## src/rtl/func_seq_ctrl.sv

```systemverilog
// func_seq_ctrl: playlist sequencer for the digital function generator.
// Steps through a table of (func, dwell) entries and drives the generator's
// 3-bit func select, with per-segment and end-of-run strobes.
// Optional feature macro: FUNC_SEQ_TRIG_EN (trig = seg_start delayed 1 cycle;
// when undefined trig is tied to 0).
module func_seq_ctrl #(
   parameter int         DEPTH     = 8,
   parameter int         ADDR_W    = 3,
   parameter int         DWELL_W   = 16,
   parameter logic [2:0] IDLE_FUNC = 3'd7
) (
   input  logic               clk,
   input  logic               reset,
   input  logic               cfg_we,
   input  logic [ADDR_W-1:0]  cfg_addr,
   input  logic [2:0]         cfg_func,
   input  logic [DWELL_W-1:0] cfg_dwell,
   input  logic               cfg_len_we,
   input  logic [ADDR_W:0]    cfg_len,
   input  logic               loop_en,
   input  logic               start,
   input  logic               stop,
   output logic [2:0]         func,
   output logic               busy,
   output logic [ADDR_W-1:0]  entry_idx,
   output logic               seg_start,
   output logic               done,
   output logic               trig
);

   localparam logic [ADDR_W:0] DEPTH_L = (ADDR_W+1)'(DEPTH);

   typedef enum logic {IDLE, RUN} state_t;

   state_t             state, state_nxt;
   logic [2:0]         tbl_func  [DEPTH];
   logic [DWELL_W-1:0] tbl_dwell [DEPTH];
   logic [ADDR_W:0]    len, len_eff;
   logic [DWELL_W-1:0] cnt, cnt_nxt;
   logic [2:0]         func_nxt;
   logic [ADDR_W-1:0]  idx_nxt, load_idx;
   logic               seg_nxt, done_nxt, do_load;

   function automatic logic [ADDR_W:0] clamp_len(input logic [ADDR_W:0] v);
      return (v > DEPTH_L) ? DEPTH_L : v;
   endfunction

   // A length written in the same cycle as a boundary check already governs that check.
   assign len_eff = cfg_len_we ? clamp_len(cfg_len) : len;
   assign busy    = (state == RUN);

   // Playlist table and length storage; a load in the same cycle as a write sees the old entry.
   always_ff @(posedge clk or negedge reset) begin
      if (!reset) begin
         for (int i = 0; i < DEPTH; i++) begin
            tbl_func[i]  <= IDLE_FUNC;
            tbl_dwell[i] <= '0;
         end
         len <= '0;
      end else begin
         if (cfg_we) begin
            tbl_func[cfg_addr]  <= cfg_func;
            tbl_dwell[cfg_addr] <= cfg_dwell;
         end
         if (cfg_len_we) len <= clamp_len(cfg_len);
      end
   end

   // Next-state and next-output decode; stop outranks start and segment advance.
   always_comb begin
      state_nxt = state;
      func_nxt  = func;
      idx_nxt   = entry_idx;
      cnt_nxt   = cnt;
      seg_nxt   = 1'b0;
      done_nxt  = 1'b0;
      do_load   = 1'b0;
      load_idx  = '0;
      case (state)
         IDLE: begin
            func_nxt = IDLE_FUNC;
            idx_nxt  = '0;
            if (start && !stop && (len_eff != '0)) begin
               state_nxt = RUN;
               do_load   = 1'b1;
            end
         end
         RUN: begin
            if (stop) begin
               state_nxt = IDLE;
               func_nxt  = IDLE_FUNC;
               idx_nxt   = '0;
               cnt_nxt   = '0;
            end else if (cnt == '0) begin
               if (({1'b0, entry_idx} + 1'b1) < len_eff) begin
                  do_load  = 1'b1;
                  load_idx = entry_idx + 1'b1;
               end else if (loop_en) begin
                  do_load  = 1'b1;
               end else begin
                  state_nxt = IDLE;
                  func_nxt  = IDLE_FUNC;
                  idx_nxt   = '0;
                  done_nxt  = 1'b1;
               end
            end else begin
               cnt_nxt = cnt - 1'b1;
            end
         end
         default: state_nxt = IDLE;
      endcase
      if (do_load) begin
         func_nxt = tbl_func[load_idx];
         idx_nxt  = load_idx;
         cnt_nxt  = tbl_dwell[load_idx];
         seg_nxt  = 1'b1;
      end
   end

   // State register and registered outputs.
   always_ff @(posedge clk or negedge reset) begin
      if (!reset) begin
         state     <= IDLE;
         func      <= IDLE_FUNC;
         entry_idx <= '0;
         cnt       <= '0;
         seg_start <= 1'b0;
         done      <= 1'b0;
      end else begin
         state     <= state_nxt;
         func      <= func_nxt;
         entry_idx <= idx_nxt;
         cnt       <= cnt_nxt;
         seg_start <= seg_nxt;
         done      <= done_nxt;
      end
   end

`ifdef FUNC_SEQ_TRIG_EN
   // Trigger lines up with the first generator sample of each segment.
   always_ff @(posedge clk or negedge reset) begin
      if (!reset) trig <= 1'b0;
      else        trig <= seg_start;
   end
`else
   assign trig = 1'b0;
`endif

endmodule

```

## config.mk

```make
export PLATFORM = sky130hd
export DESIGN_NAME = func_seq_ctrl
export DESIGN_NICKNAME = d
export VERILOG_FILES = /design/src/rtl/func_seq_ctrl.sv
export SDC_FILE = /design/constraint.sdc
export NUM_CORES = 1
export LEC_CHECK = 0
export ABC_CLOCK_PERIOD_IN_PS = 4200
export BUFFER_PORTS_ARGS = -buffer_cell sky130_fd_sc_hd__buf_2
export CAP_MARGIN = 40
export CORE_ASPECT_RATIO = 0.9
export CORE_UTILIZATION = 50
export DETAILED_ROUTE_END_ITERATION = 8
export PLACE_DENSITY = 0.67
export SLEW_MARGIN = 40
export SYNTH_ARGS = -nofsm -noshare
export SYNTH_HDL_FRONTEND = slang
export SYNTH_SLANG_ARGS = --single-unit
```

## constraint.sdc

```tcl
create_clock -name clk -period 4.2 [get_ports clk]
set_input_delay 0.21 -clock clk [delete_from_list [all_inputs] [get_ports clk]]
set_output_delay 0.21 -clock clk [all_outputs]
set_load 0.005 [all_outputs]
```

Word-level counts from Yosys, hierarchy flattened:

Cells that the tools add are included.

* output and inout bits: 10
* bits in registers: 181
* logic and storage cells: 96
* bits of input ports: 33

* bitwise logic cells: 3
* order comparisons: 5
* multiplexer cells: 49
* eq/ne operators: 4
* add/subtract/negate cells: 3
* reduce and logical (&&, ||, !) cells: 9

Operator list (number)
* bitwise mux 128 bit: 1
* 2-to-1 mux 16 bit: 7
* 2-to-1 mux 3 bit: 17
* binary-select mux 16 bit (select 3 bit): 1
* demux 16 bit (select 3 bit): 1
* bitwise mux 24 bit: 1
* zero test 16 bit: 1
* subtractor 16 x 1 -> 16 bit, second input constant: 1
* 2-to-1 mux 1 bit: 13
* one-hot mux 3 bit (2 select lines): 2
* binary-select mux 3 bit (select 3 bit): 1
* demux 3 bit (select 3 bit): 1
* >= comparator 4 bit, second input constant: 2
* 2-to-1 mux 4 bit: 2
* inverter 3 -> 4 bit: 2
* adder 3 x 1 -> 4 bit, second input constant: 1
* > comparator 4 bit, second input constant: 1
* less-than comparator 4 x 1 -> 1 bit, second input constant: 1
* less-than comparator 4 bit: 1
* inequality test 4 x 2 -> 1 bit, second input constant: 1
* inequality test 4 x 3 -> 1 bit, second input constant: 1
* inequality test 4 bit, second input constant: 1
* one-hot mux 1 bit (2 select lines): 2
* nonzero test 4 bit: 1
* 8 further kinds: 10

Depth between registers and ports, before layout:

Gate-level depths: netlist of run 1.

* depth after elaboration: 13
* gate-level depth with buffers: 14
* gate-level depth less buffers: 10

Least setup slack after synthesis of run 1:

OpenSTA, ideal clock, no wires.

* path type: flip-flop to flip-flop
* start point: reg entry_idx[0]
* end point: reg cnt[10]
* buffers on the path: 4
* arrival time: 2941 ps
* stages on the path, launching flop included: 14
* setup slack: 1133 ps
* cells stage by stage: dfrtp_1 -> buf_4 -> clkbuf_1 -> clkbuf_1 -> and3_1 -> ha_1 -> and3_1 -> o211ai_1 -> nand4_1 -> buf_2 -> a211oi_1 -> o22ai_1 -> a22oi_1 -> o21ai_1

* longest elaborated chain between the ends: 11
* elaborated cells between the ends (all ways): 19
* those cells by class: 2 x add/sub; 1 x order compare; 1 x eq/ne; 12 x mux; 1 x bitwise; 2 x reduce/logical

RTL lines
* start: declaration: line 25 `output logic [ADDR_W-1:0] entry_idx,`
* start signal: assignment: line 132 `entry_idx <= idx_nxt;`
* adder 3 x 1 -> 4 bit: line 95 `if (({1'b0, entry_idx} + 1'b1) < len_eff) begin`
* less-than comparator 4 bit: line 95
* 2-to-1 mux 3 bit: line 95
* 2-to-1 mux 3 bit: line 94 `end else if (cnt == '0) begin`
* 2-to-1 mux 3 bit: line 89 `if (stop) begin`
* 2-to-1 mux 3 bit: line 79 `case (state)`
* inverter 3 -> 4 bit (implied by the code): line 115 `cnt_nxt = tbl_dwell[load_idx];`
* binary-select mux 16 bit (select 3 bit): line 115
* 2-to-1 mux 16 bit (implied by the code) (2 in series): line 115
* 2-to-1 mux 16 bit: line 112 `if (do_load) begin`
* end signal: assignment: line 133 `cnt <= cnt_nxt;`
* end: declaration: line 39 `logic [DWELL_W-1:0] cnt, cnt_nxt;`

Parallel ways exist; a longest one is shown, timed or not. The select of a mux whose other input is x is not followed.
A chain may end at the register's enable or synchronous reset.

Final worst setup path of run 1:

* start point: reg cnt[0]
* end point: reg cnt[11]

* elaborated cells between the ends (all ways): 19
* those cells by class: 1 x add/sub; 1 x eq/ne; 13 x mux; 1 x bitwise; 3 x reduce/logical

RTL lines
* zero test 16 bit (*): line 94
* 2-to-1 mux 1 bit (*): line 94
* 2-to-1 mux 1 bit (*): line 89
* one-hot mux 1 bit (2 select lines) (*): line 79
* via do_load: line 42 `logic seg_nxt, done_nxt, do_load;`
* inequality test 3 bit (no source line) / nonzero test 2 bit (equally long branches)
* AND reduction 2 bit (no source line)

The timed path passes the listed nets; every way through them passes the cells marked *. The select of a mux whose other input is x is not followed.

==> results of run 1 <==
==> layer usage <==
metal	global-route usage, %	wire (um)	up-vias
li1	-	-	2748
met1	36.7	9780	3183
met2	41.1	10100	223
met3	6.01	1410	42
met4	9.04	542	0
met5	0	0	-
==> timing repair <==
item	4_1_cts	5_1_grt
hold buffers	1	0
buffers inserted	0	0
endpoints found under the hold margin	82	0
==> layout by cell type, fill, tap and decap left out, types with 4 or more instances in the layout <==
cell type	instances
o32ai_1	5
buf_2	40
dfstp_2	27
mux2i_1	24
o21ai_0	20
dfrtp_1	153
nand2b_1	10
and3_1	4
ha_1	4
o21ai_1	7
a21oi_1	15
nor3_1	17
o221ai_1	7
buf_4	17
nand2_1	32
mux2_2	171
nand4_1	6
nor2_1	33
o211ai_1	8
clkbuf_16	18
nand3_1	13
a21o_1	4
nor2b_1	4
o2111ai_1	5
o22ai_1	18
nand3b_1	4
clkinv_2	4
clkbuf_1	4
inv_1	10
==> metrics by stage <==
stage / utilization, % / hold slack, ps
final: 57.7 / 44.1
after global routing: 57.7 / 29.2
after CTS: 57.7 / 29.9
after detailed placement: 54.5 / 288
after global placement: 54.5 / 345
after floorplan: - / -85.6
==> cells by family (layout without fill, tap and decap cells) <==
logic type               Yosys count  in the layout
adder cells (fa/ha/maj)            5              5
flip-flops                       181            181
AO/OA/AOI/OAI                    126            126
other                              1              1
buffers and inverters             55            102
AND/OR/NAND/NOR                  153            153
multiplexers                     197            197
XOR/XNOR                           1              1
==> sequential cells by signal, indices dropped and copies added (netlist names) <==
name       cells
seg_start      1
len            4
entry_idx      3
cnt           16
func           3
done           1
tbl_dwell    128
tbl_func      24
busy           1
==> critical path: stages (launching register included) <==
cell and delay [ps]:
dfrtp_1 430, inv_1 130, ha_1 210, nor4b_2 470, and3_1 510, nand2_1 230, o32ai_2 420, and2_1 590
o2111ai_1 220, nand3_1 130
==> Yosys cell counts, types with 4 or more instances <==
master       n  area, um2
o211ai_1     8       60.1
a21oi_1     15       75.1
nor2b_1      4       25.0
nand3b_1     4       30.0
nor3_1      19       95.1
a21o_1       4       30.0
o221ai_1     7       61.3
o32ai_1      5       43.8
nand4_1      6       37.5
ha_1         5       62.6
o22ai_1     18        113
nor2_1      33        124
mux2i_1     24        240
clkbuf_1    23       86.3
mux2_2     171       1930
inv_1       10       37.5
nand2b_1    10       62.6
and3_1       4       25.0
buf_1        7       26.3
buf_4        4       30.0
nand3_1     13       65.1
o21ai_0     20        100
o21ai_1      7       35.0
o2111ai_1    5       43.8
nand2_1     32        120
dfstp_2     27        709
buf_2       10       50.1
dfrtp_1    154       3850
==> how the worst max path moves through the flow <==
stage	start	to	slack, ps	cells past startpoint
floorplan	entry_idx[0]	cnt[10]	1130	13
global placement	cnt[0]	cnt[13]	960	9
detailed placement	cnt[0]	cnt[13]	950	9
CTS	cnt[0]	cnt[13]	900	9
global route	cnt[0]	cnt[13]	590	9
finish	cnt[0]	cnt[11]	780	9
==> power by group through the flow <==
stage / sequential (W) / clock [W] / combinational (W)
floorplan: 0.00235 / 0 / 0.000732
global placement: 0.00242 / 0 / 0.000915
detailed placement: 0.00244 / 0 / 0.000955
CTS: 0.00242 / 0.00150 / 0.000958
global route: 0.00247 / 0.00158 / 0.00106
finish: 0.00242 / 0.00148 / 0.000957
==> area by class of cell <==
type,count,area share (%)
sequential,181,46.3
multi-input combinational,483,41.2
clock buffer,22,4.72
timing repair buffer,59,3.58
tap,235,2.98
clock inverter,10,0.737
inverter,11,0.419
==> flow_metrics.tcl, run 1 <==
set metrics [dict create \
    status "finished, final reports clean" \
    end_kind "flip-flop" \
    hp-class "in2reg" \
    synth_compound_area_share_pct 10.2 \
    whs_endpoint "busy" \
    grt_pass1_wl_um 36300 \
    drive_above_1_share_pct 39.8 \
    instances_no_fill 1001 \
    clkPwrFrac_pct 30.4 \
    grt_use_total_pct 26.5 \
    h-tree-depth 4 \
    worstHoldStart "loop_en" \
    p_int_w 0.00345 \
    clockRootBuffer "clkbuf_16" \
    initial_utilization_pct 51.7 \
    dpl-instance-area_um2 9300 \
    synth_edf_count 0 \
    synthSimpleGateAreaFrac_pct 9.59 \
    regArea_um2 4560 \
    drt-total-wl_um 21800 \
    via_per_inst 6.19 \
    avgSynthCellArea_um2 12.3 \
    cap_violations 0 \
    n_fill_cell 1401 \
    worstHoldPathCells 2 \
    firstDrtPassIters 5 \
    min_period_ps 3420 \
    reg2reg_from "cnt[0]" \
    hold_violations 0 \
    antenna_found_initial 0 \
    synth_flop_cell "dfrtp_1" \
    swShare_pct 28.8 \
    clock-sinks 181 \
    dpl.cell_count 968 \
    clk_path_buf_depth 2 \
    port_buffers 41 \
    rrSetupSlack_ps 780 \
    fin_worst_skew_ps 10.3 \
    worst_slew_pin_slew_ps 752 \
    p_sw_w 0.00140 \
    muxShareOfSynthArea_pct 25.0 \
    max_slew_margin_pct 49.9 \
    place.gp.congestion 0.852 \
    grt_pass1_vias 6523 \
    cts_tree "done" \
    finalPower_w 0.00486 \
    dp_slack_ps 945 \
    nets 791 \
    slew_viol_final 0 \
    die_h_um 128 \
    cts_resized 0 \
    startpoint_type "flip-flop" \
    ant_nets 0 \
    synth_top_family_by_area "multiplexers" \
    finalCritPeriodShare_pct 81.4 \
    drc_errors 0 \
    fin_area_um2 9850 \
    io_pins 43 \
    r2r_end "cnt[11]" \
    grt-ovfl-total 0 \
    wl_per_cell_um 21.8 \
    power_leakage_nw 4.14 \
    syn_nets 757 \
    multi_input_area_um2 4060 \
    synthXorXnorAreaFrac_pct 0.0992 \
    grt_setup_unrepaired "false" \
    arrival_ps 3780 \
    max_clock_freq_ghz 0.292 \
    combPwrFrac_pct 19.7 \
    fin_setup_tns_ps 0 \
    synth_cell_type_count 70 \
    die_area_um2 18200 \
    pwr-share-seq_pct 49.9 \
    core_region_area_um2 17100 \
    area_growth_pct 11.6 \
    antenna_cells 0 \
    grt_max_degree 102 \
    dr.first_iter.drc_count 451 \
    syn_inst 719 \
    setup_violations 0 \
    worst_slack_ps 780 \
    ys_seq_elements 181 \
    p_per_area_nw_per_um2 493 \
    async_flop_share_pct 100 \
    hpwl_um 13900 \
    worstSetupPathType "reg2reg" \
    vdd_drop_max_mv 0.297 \
    cts_buffers 17 \
    netlist_area_um2 8830 \
    yosys_warnings 0 \
    die_w_um 142 \
    crit_fanout 10 \
    ff2ff_path_depth 9 \
    clock_latency_ps 430 \
    crit_required_ps 4560 \
    vias 6196 \
    num_rows 45 \
    seq_area_frac_synth_pct 51.7 \
    synth_fa_ha_area_share_pct 0.709 \
    path_clk_slew_ps 70 \
]
No activity file was read; power rests on OpenSTA's default activity.
==> inputs of run 2 (changes only) <==
ABC_AREA = 1   (was not set)
ABC_CLOCK_PERIOD_IN_PS = 3510   (was 4200)
clock period = 3.51 ns   (was 4.2 ns; I/O delays follow)
==> run 2 against run 1 <==
Against the previous run: maximum frequency rose by 12%; sequential share of layout area fell by 2.2 points; routed wire length rose by 7.1%; clock skew fell by 0.79 ps; via count rose by 26%; synthesized cell count rose by 75%; setup slack got worse by 340 ps; critical endpoint is now cnt[9].
==> flow_metrics.tcl, run 2 <==
set metrics [dict create \
    status "finished, final reports clean" \
    ys_seq_elements 181 \
    yosysMostFrequentCell "nand2_1" \
    arrival_ps 3430 \
    pwr-share-seq_pct 47.5 \
    path_clk_slew_ps 70 \
    antenna_cells 0 \
    dr.first_iter.drc_count 641 \
    nets 1314 \
    end_kind "flip-flop" \
    syn_inst 1261 \
    swShare_pct 31.5 \
    seq_area_frac_synth_pct 48.4 \
    path_cells "ha_1 > xnor2_1 > inv_1 > ha_1 > a21oi_1 > inv_1 > a21oi_4 > nand3_4 > inv_2 > nand3_1 > nand2_1 > nand2_1 > nand2_1 > nor2_1 > nor2_1" \
    max_clock_freq_ghz 0.326 \
    synthSimpleGateAreaFrac_pct 28.2 \
    clk_path_buf_depth 2 \
    clock_latency_ps 440 \
    core_region_area_um2 18400 \
    p_sw_w 0.00185 \
    synth_top_cell_area_share_pct 40.9 \
    via_per_inst 5.11 \
    place.gp.congestion 0.882 \
    slowest_stage "inv_2" \
    critical_path_buf_inv_count 3 \
    hpwl_um 14500 \
    firstDrtPassIters 5 \
    vias 7836 \
    async_flop_share_pct 100 \
    grt_pass1_vias 7291 \
    grt_max_degree 122 \
    largest_reg_flops 128 \
    slew_viol_final 0 \
    worst_slew_pin_slew_ps 726 \
    r2r_end "cnt[9]" \
    min_period_ps 3070 \
    synthTopCellsByArea "dfrtp_1 41%, nand2_1 15%, dfstp_2 7.5%" \
    top_regs "tbl_dwell (128), tbl_func (24), cnt (16)" \
    p_int_w 0.00402 \
    synthTopCellsByCount "379 x nand2_1, 184 x inv_1, 154 x dfrtp_1" \
    fin_setup_tns_ps 0 \
    largest-register "tbl_dwell" \
    grt-ovfl-total 0 \
    n_fill_cell 1815 \
    die_area_um2 19400 \
    worstSetupPathType "reg2reg" \
    avgSynthCellArea_um2 7.48 \
    setup_violations 0 \
    syn_nets 1299 \
    clockRootBuffer "clkbuf_16" \
    synth_top_family_by_area "simple AND/OR/NAND/NOR gates" \
    hp-class "in2reg" \
    whs_endpoint "len[2]" \
    worst_slack_ps 444 \
    muxShareOfSynthArea_pct 0 \
    cpMostUsedCell "nand2_1" \
    holdBufCountCts 5 \
    drc_errors 0 \
    drt-total-wl_um 23400 \
    cts_buffers 17 \
    rrSetupSlack_ps 440 \
    worstHoldPathCells 3 \
    synth_cell_type_count 39 \
    port_buffers 41 \
    num_rows 47 \
    die_w_um 147 \
    max_slew_margin_pct 51.6 \
    worstHoldStart "cfg_len[2]" \
    drive_above_1_share_pct 10.8 \
    wl_per_cell_um 15.2 \
    cp.depth 15 \
    initial_utilization_pct 51.2 \
    antenna_found_initial 0 \
    power_leakage_nw 5.47 \
    grt_setup_unrepaired "false" \
    hold_violations 0 \
    post_cts_buffers 0 \
    p_per_area_nw_per_um2 568 \
    cts_tree "done" \
    dp_slack_ps 486 \
    synth_compound_area_share_pct 10.7 \
    combPwrFrac_pct 20.6 \
    mostFrequentLayoutCells "378 x nand2_1, 184 x inv_1, 154 x dfrtp_1, 141 x o21ai_0, 116 x nor2_1" \
    netlist_area_um2 9430 \
    crit_family "compound AO/OA/AOI/OAI gates" \
    cap_violations 0 \
    area_growth_pct 9.78 \
    cts_resized 0 \
    startpoint_type "flip-flop" \
    synthXorXnorAreaFrac_pct 0.743 \
    grt_use_total_pct 25.7 \
    crit_required_ps 3870 \
    final_common_cell "nand2_1" \
    clock-sinks 181 \
    synth_fa_ha_area_share_pct 0.664 \
    ant_nets 0 \
    vdd_drop_max_mv 0.376 \
    cpPeakStageDelay_ps 460 \
    finalCritPeriodShare_pct 87.3 \
    grt_pass1_wl_um 38900 \
    reg2reg_from "entry_idx[0]" \
    fin_worst_skew_ps 9.50 \
    clkPwrFrac_pct 32.0 \
    regArea_um2 4560 \
    io_pins 43 \
    ff2ff_path_depth 15 \
    multi_input_area_um2 3810 \
    die_h_um 132 \
    crit_fanout 19 \
    yosys_warnings 0 \
    whs_ps 17.4 \
    synth_edf_count 0 \
    yosysTopAreaCell "dfrtp_1" \
    synth_flop_cell "dfrtp_1" \
    h-tree-depth 4 \
    post-route-util_pct 56.2 \
]
[run 2: cell count changes in the layout (fill, tap and decap cells not counted), moves of 11 or more]
cell and change:
nand4_1 +27, o211ai_1 +11, mux2_2 -171, inv_1 +174
o21ai_0 +121, o22ai_1 -16, nor3_1 -15, mux2i_1 -24
nand3_1 +55, nor2_1 +83, nand2_1 +346
[run 2: cells by family (layout without fill, tap and decap cells)]
| family | count (synthesis) | after routing |
|---|---|---|
| AND/OR/NAND/NOR | 628 | 628 |
| flip-flops | 181 | 181 |
| buffers and inverters | 253 | 281 |
| XOR/XNOR | 8 | 8 |
| other | 1 | 1 |
| adder cells (fa/ha/maj) | 5 | 5 |
| AO/OA/AOI/OAI | 185 | 185 |
[run 2: through the flow]
step	cell area (um2)	instances	power (W)
CTS	10300	1534	0.00591
floorplan	9430	1261	0.00368
detailed placement	9720	1497	0.00402
global route	10300	1534	0.00625
finish	10300	1534	0.00588
global placement	9720	1497	0.00400
[run 2: layer usage]
metal	track usage, %	part of all wire [%]	vias up
met1	38.9	52	3706
met2	38.2	43	164
met5	0	0	-
li1	-	-	3944
met3	4.08	4.2	22
met4	6.60	0.77	0
[run 2: tightest hold or removal path, delay by kind of cell]
kind            cells  cell delay, ps
compound gates      1              80
buf+inv             2             140
[run 2: area by class of cell]
cell class | count | share of cell area, %
Multi-Input combinational cell | 827 | 36.8
Inverter | 188 | 6.82
Sequential cell | 181 | 44.1
Clock inverter | 13 | 1.17
Tap cell | 245 | 2.96
Timing Repair Buffer | 61 | 3.74
Clock buffer | 19 | 4.38
[run 2: power groups by stage]
stage	Combinational (W)	Clock (W)	Sequential, W
finish	0.00121	0.00188	0.00279
global route	0.00142	0.00199	0.00284
CTS	0.00121	0.00191	0.00279
detailed placement	0.00120	0	0.00282
global placement	0.00118	0	0.00282
floorplan	0.000916	0	0.00276
[run 2: how the worst max path moves through the flow]
stage | start | to | slack, ps
after floorplan | entry_idx[0] | cnt[9] | 880
after global placement | entry_idx[0] | cnt[9] | 570
after detailed placement | entry_idx[0] | cnt[9] | 490
after CTS | entry_idx[0] | cnt[9] | 450
after global routing | entry_idx[0] | func[0] | 190
final | entry_idx[0] | cnt[9] | 440
==> inputs of run 3 (changes only) <==
CORE_UTILIZATION = 62   (was 50)
PLACE_DENSITY = 0.8   (was 0.67)
RECOVER_POWER = 50   (was not set)
SKIP_CTS_REPAIR_TIMING = 1   (was not set)
==> run 3 against run 2 <==
Against the previous run: the run now ends with hold timing, capacitance limit, slew limit left; clock power barely moved; critical path type unchanged; critical endpoint is now cnt[0]; die area fell by 19%; utilization rose by 13 points.
==> flow_metrics.tcl, run 3 (same netlist as run 2, synthesis figures left out) <==
set metrics [dict create \
    core_region_area_um2 14800 \
    grt_setup_unrepaired "false" \
    violations "hold timing, capacitance limit, slew limit" \
    nets 1313 \
    cts_tree "done" \
    vdd_drop_max_mv 0.473 \
    dr.first_iter.drc_count 846 \
    hp-class "in2reg" \
    end_kind "flip-flop" \
    finalPower_w 0.00590 \
    startpoint_type "flip-flop" \
    grt_max_degree 105 \
    path_clk_slew_ps 70 \
    n_fill_cell 1281 \
    io_pins 43 \
    p_per_area_nw_per_um2 574 \
    antenna_cells 0 \
    slowest_stage "dfrtp_1" \
    crit_fanout 17 \
    num_rows 42 \
    firstDrtPassIters 5 \
    drive_above_1_share_pct 10.2 \
    clock_latency_ps 440 \
    ant_nets 0 \
    max_slew_margin_pct -68.0 \
    cts_buffers 17 \
    crit_required_ps 3830 \
    top_regs "tbl_dwell (128), tbl_func (24), cnt (16)" \
    clk_path_buf_depth 2 \
    area_growth_pct 8.97 \
    place.gp.congestion 0.911 \
    port_buffers 41 \
    status "finished with violations" \
    arrival_ps 3410 \
    worstSetupPathType "reg2reg" \
    finalCritPeriodShare_pct 87.9 \
    grt_pass1_vias 7670 \
    path_cells "ha_1 > xnor2_1 > inv_1 > ha_1 > a21oi_1 > inv_1 > a21oi_4 > nand2_1 > nor2_4 > a21oi_4 > nand2_1 > nand2_1 > nor2_1 > nor2_1" \
    wl_per_cell_um 15.5 \
    setup_violations 0 \
    worst_slew_pin_slew_ps 2520 \
    fin_worst_skew_ps 11.2 \
    via_per_inst 5.43 \
    cpPeakStageDelay_ps 420 \
    hold_violations 2 \
    slew_viol_final 283 \
    largest_reg_flops 128 \
    grt_use_total_pct 31.7 \
    clock-sinks 181 \
    drt-total-wl_um 23000 \
    initial_utilization_pct 63.8 \
    largest-register "tbl_dwell" \
    min_period_ps 3090 \
    die_area_um2 15700 \
    grt_pass1_wl_um 38800 \
    mostFrequentLayoutCells "379 x nand2_1, 184 x inv_1, 154 x dfrtp_1, 142 x o21ai_0, 116 x nor2_1" \
    antenna_found_initial 0 \
    power_leakage_nw 5.45 \
    post-route-util_pct 69.6 \
    clockRootBuffer "clkbuf_16" \
    final_common_cell "nand2_1" \
    fin_setup_tns_ps 0 \
    die_w_um 132 \
    whs_ps -27.9 \
    h-tree-depth 4 \
    die_h_um 119 \
    cap_violations 7 \
    grt-ovfl-total 0 \
    max_clock_freq_ghz 0.324 \
    drc_errors 0 \
    vias 8069 \
    hpwl_um 14300 \
    cpMostUsedCell "nand2_1" \
]
==> run 3: critical path, delay by kind of cell, from the launching register on <==
family / cells / cell delay (ps)
flops: 1 / 420
buf+inv: 2 / 230
xor+xnor: 1 / 130
compound gates: 3 / 890
fa+ha+maj: 2 / 410
simple gates: 6 / 850
==> run 3: final timing paths <==
path	from	to	slack, ps	cells past startpoint
max in group asynchronous	reset	func[0]	720	4
setup / recovery	entry_idx[0]	cnt[0]	420	14
min in group asynchronous	reset	len[1]	1230	2
hold reg to reg	tbl_dwell[45]	tbl_dwell[45]	480	2
hold / removal	cfg_dwell[0]	tbl_dwell[0]	-30	3
setup reg to reg	entry_idx[0]	cnt[0]	420	14
==> run 3: power breakdown <==
part	internal (W)	switching (W)
clock network	0.00100	0.000880
logic	0.000453	0.000764
registers	0.00255	0.000251
total	0.00401	0.00189
==> run 3: stage by stage <==
stage / std cells / instance area [um2] / setup slack, ps
2_1_floorplan: 1261 / 9430 / 878
3_3_place_gp: 1451 / 9680 / 571
3_5_place_dp: 1451 / 9680 / 497
4_1_cts: 1483 / 10300 / 440
5_1_grt: 1486 / 10300 / 192
6_report: 1486 / 10300 / 424
==> run 3: final cells by class <==
| class | instances | area (um2) | share of cell area, % |
|---|---|---|---|
| inverters | 188 | 706 | 6.87 |
| well taps | 198 | 248 | 2.41 |
| flip-flops and latches | 181 | 4560 | 44.4 |
| clock inverters | 14 | 143 | 1.39 |
| clock buffers | 18 | 429 | 4.18 |
| multi-input cells | 827 | 3810 | 37.0 |
| repair buffers | 60 | 379 | 3.69 |
==> run 3: routing by layer <==
layer	vias to the layer above	wire (um)	global-route usage, %
met4	0	336	9.74
met3	26	1500	5.92
met1	3814	10400	45.1
met2	273	10700	49.6
li1	3956	-	-
met5	-	0	0
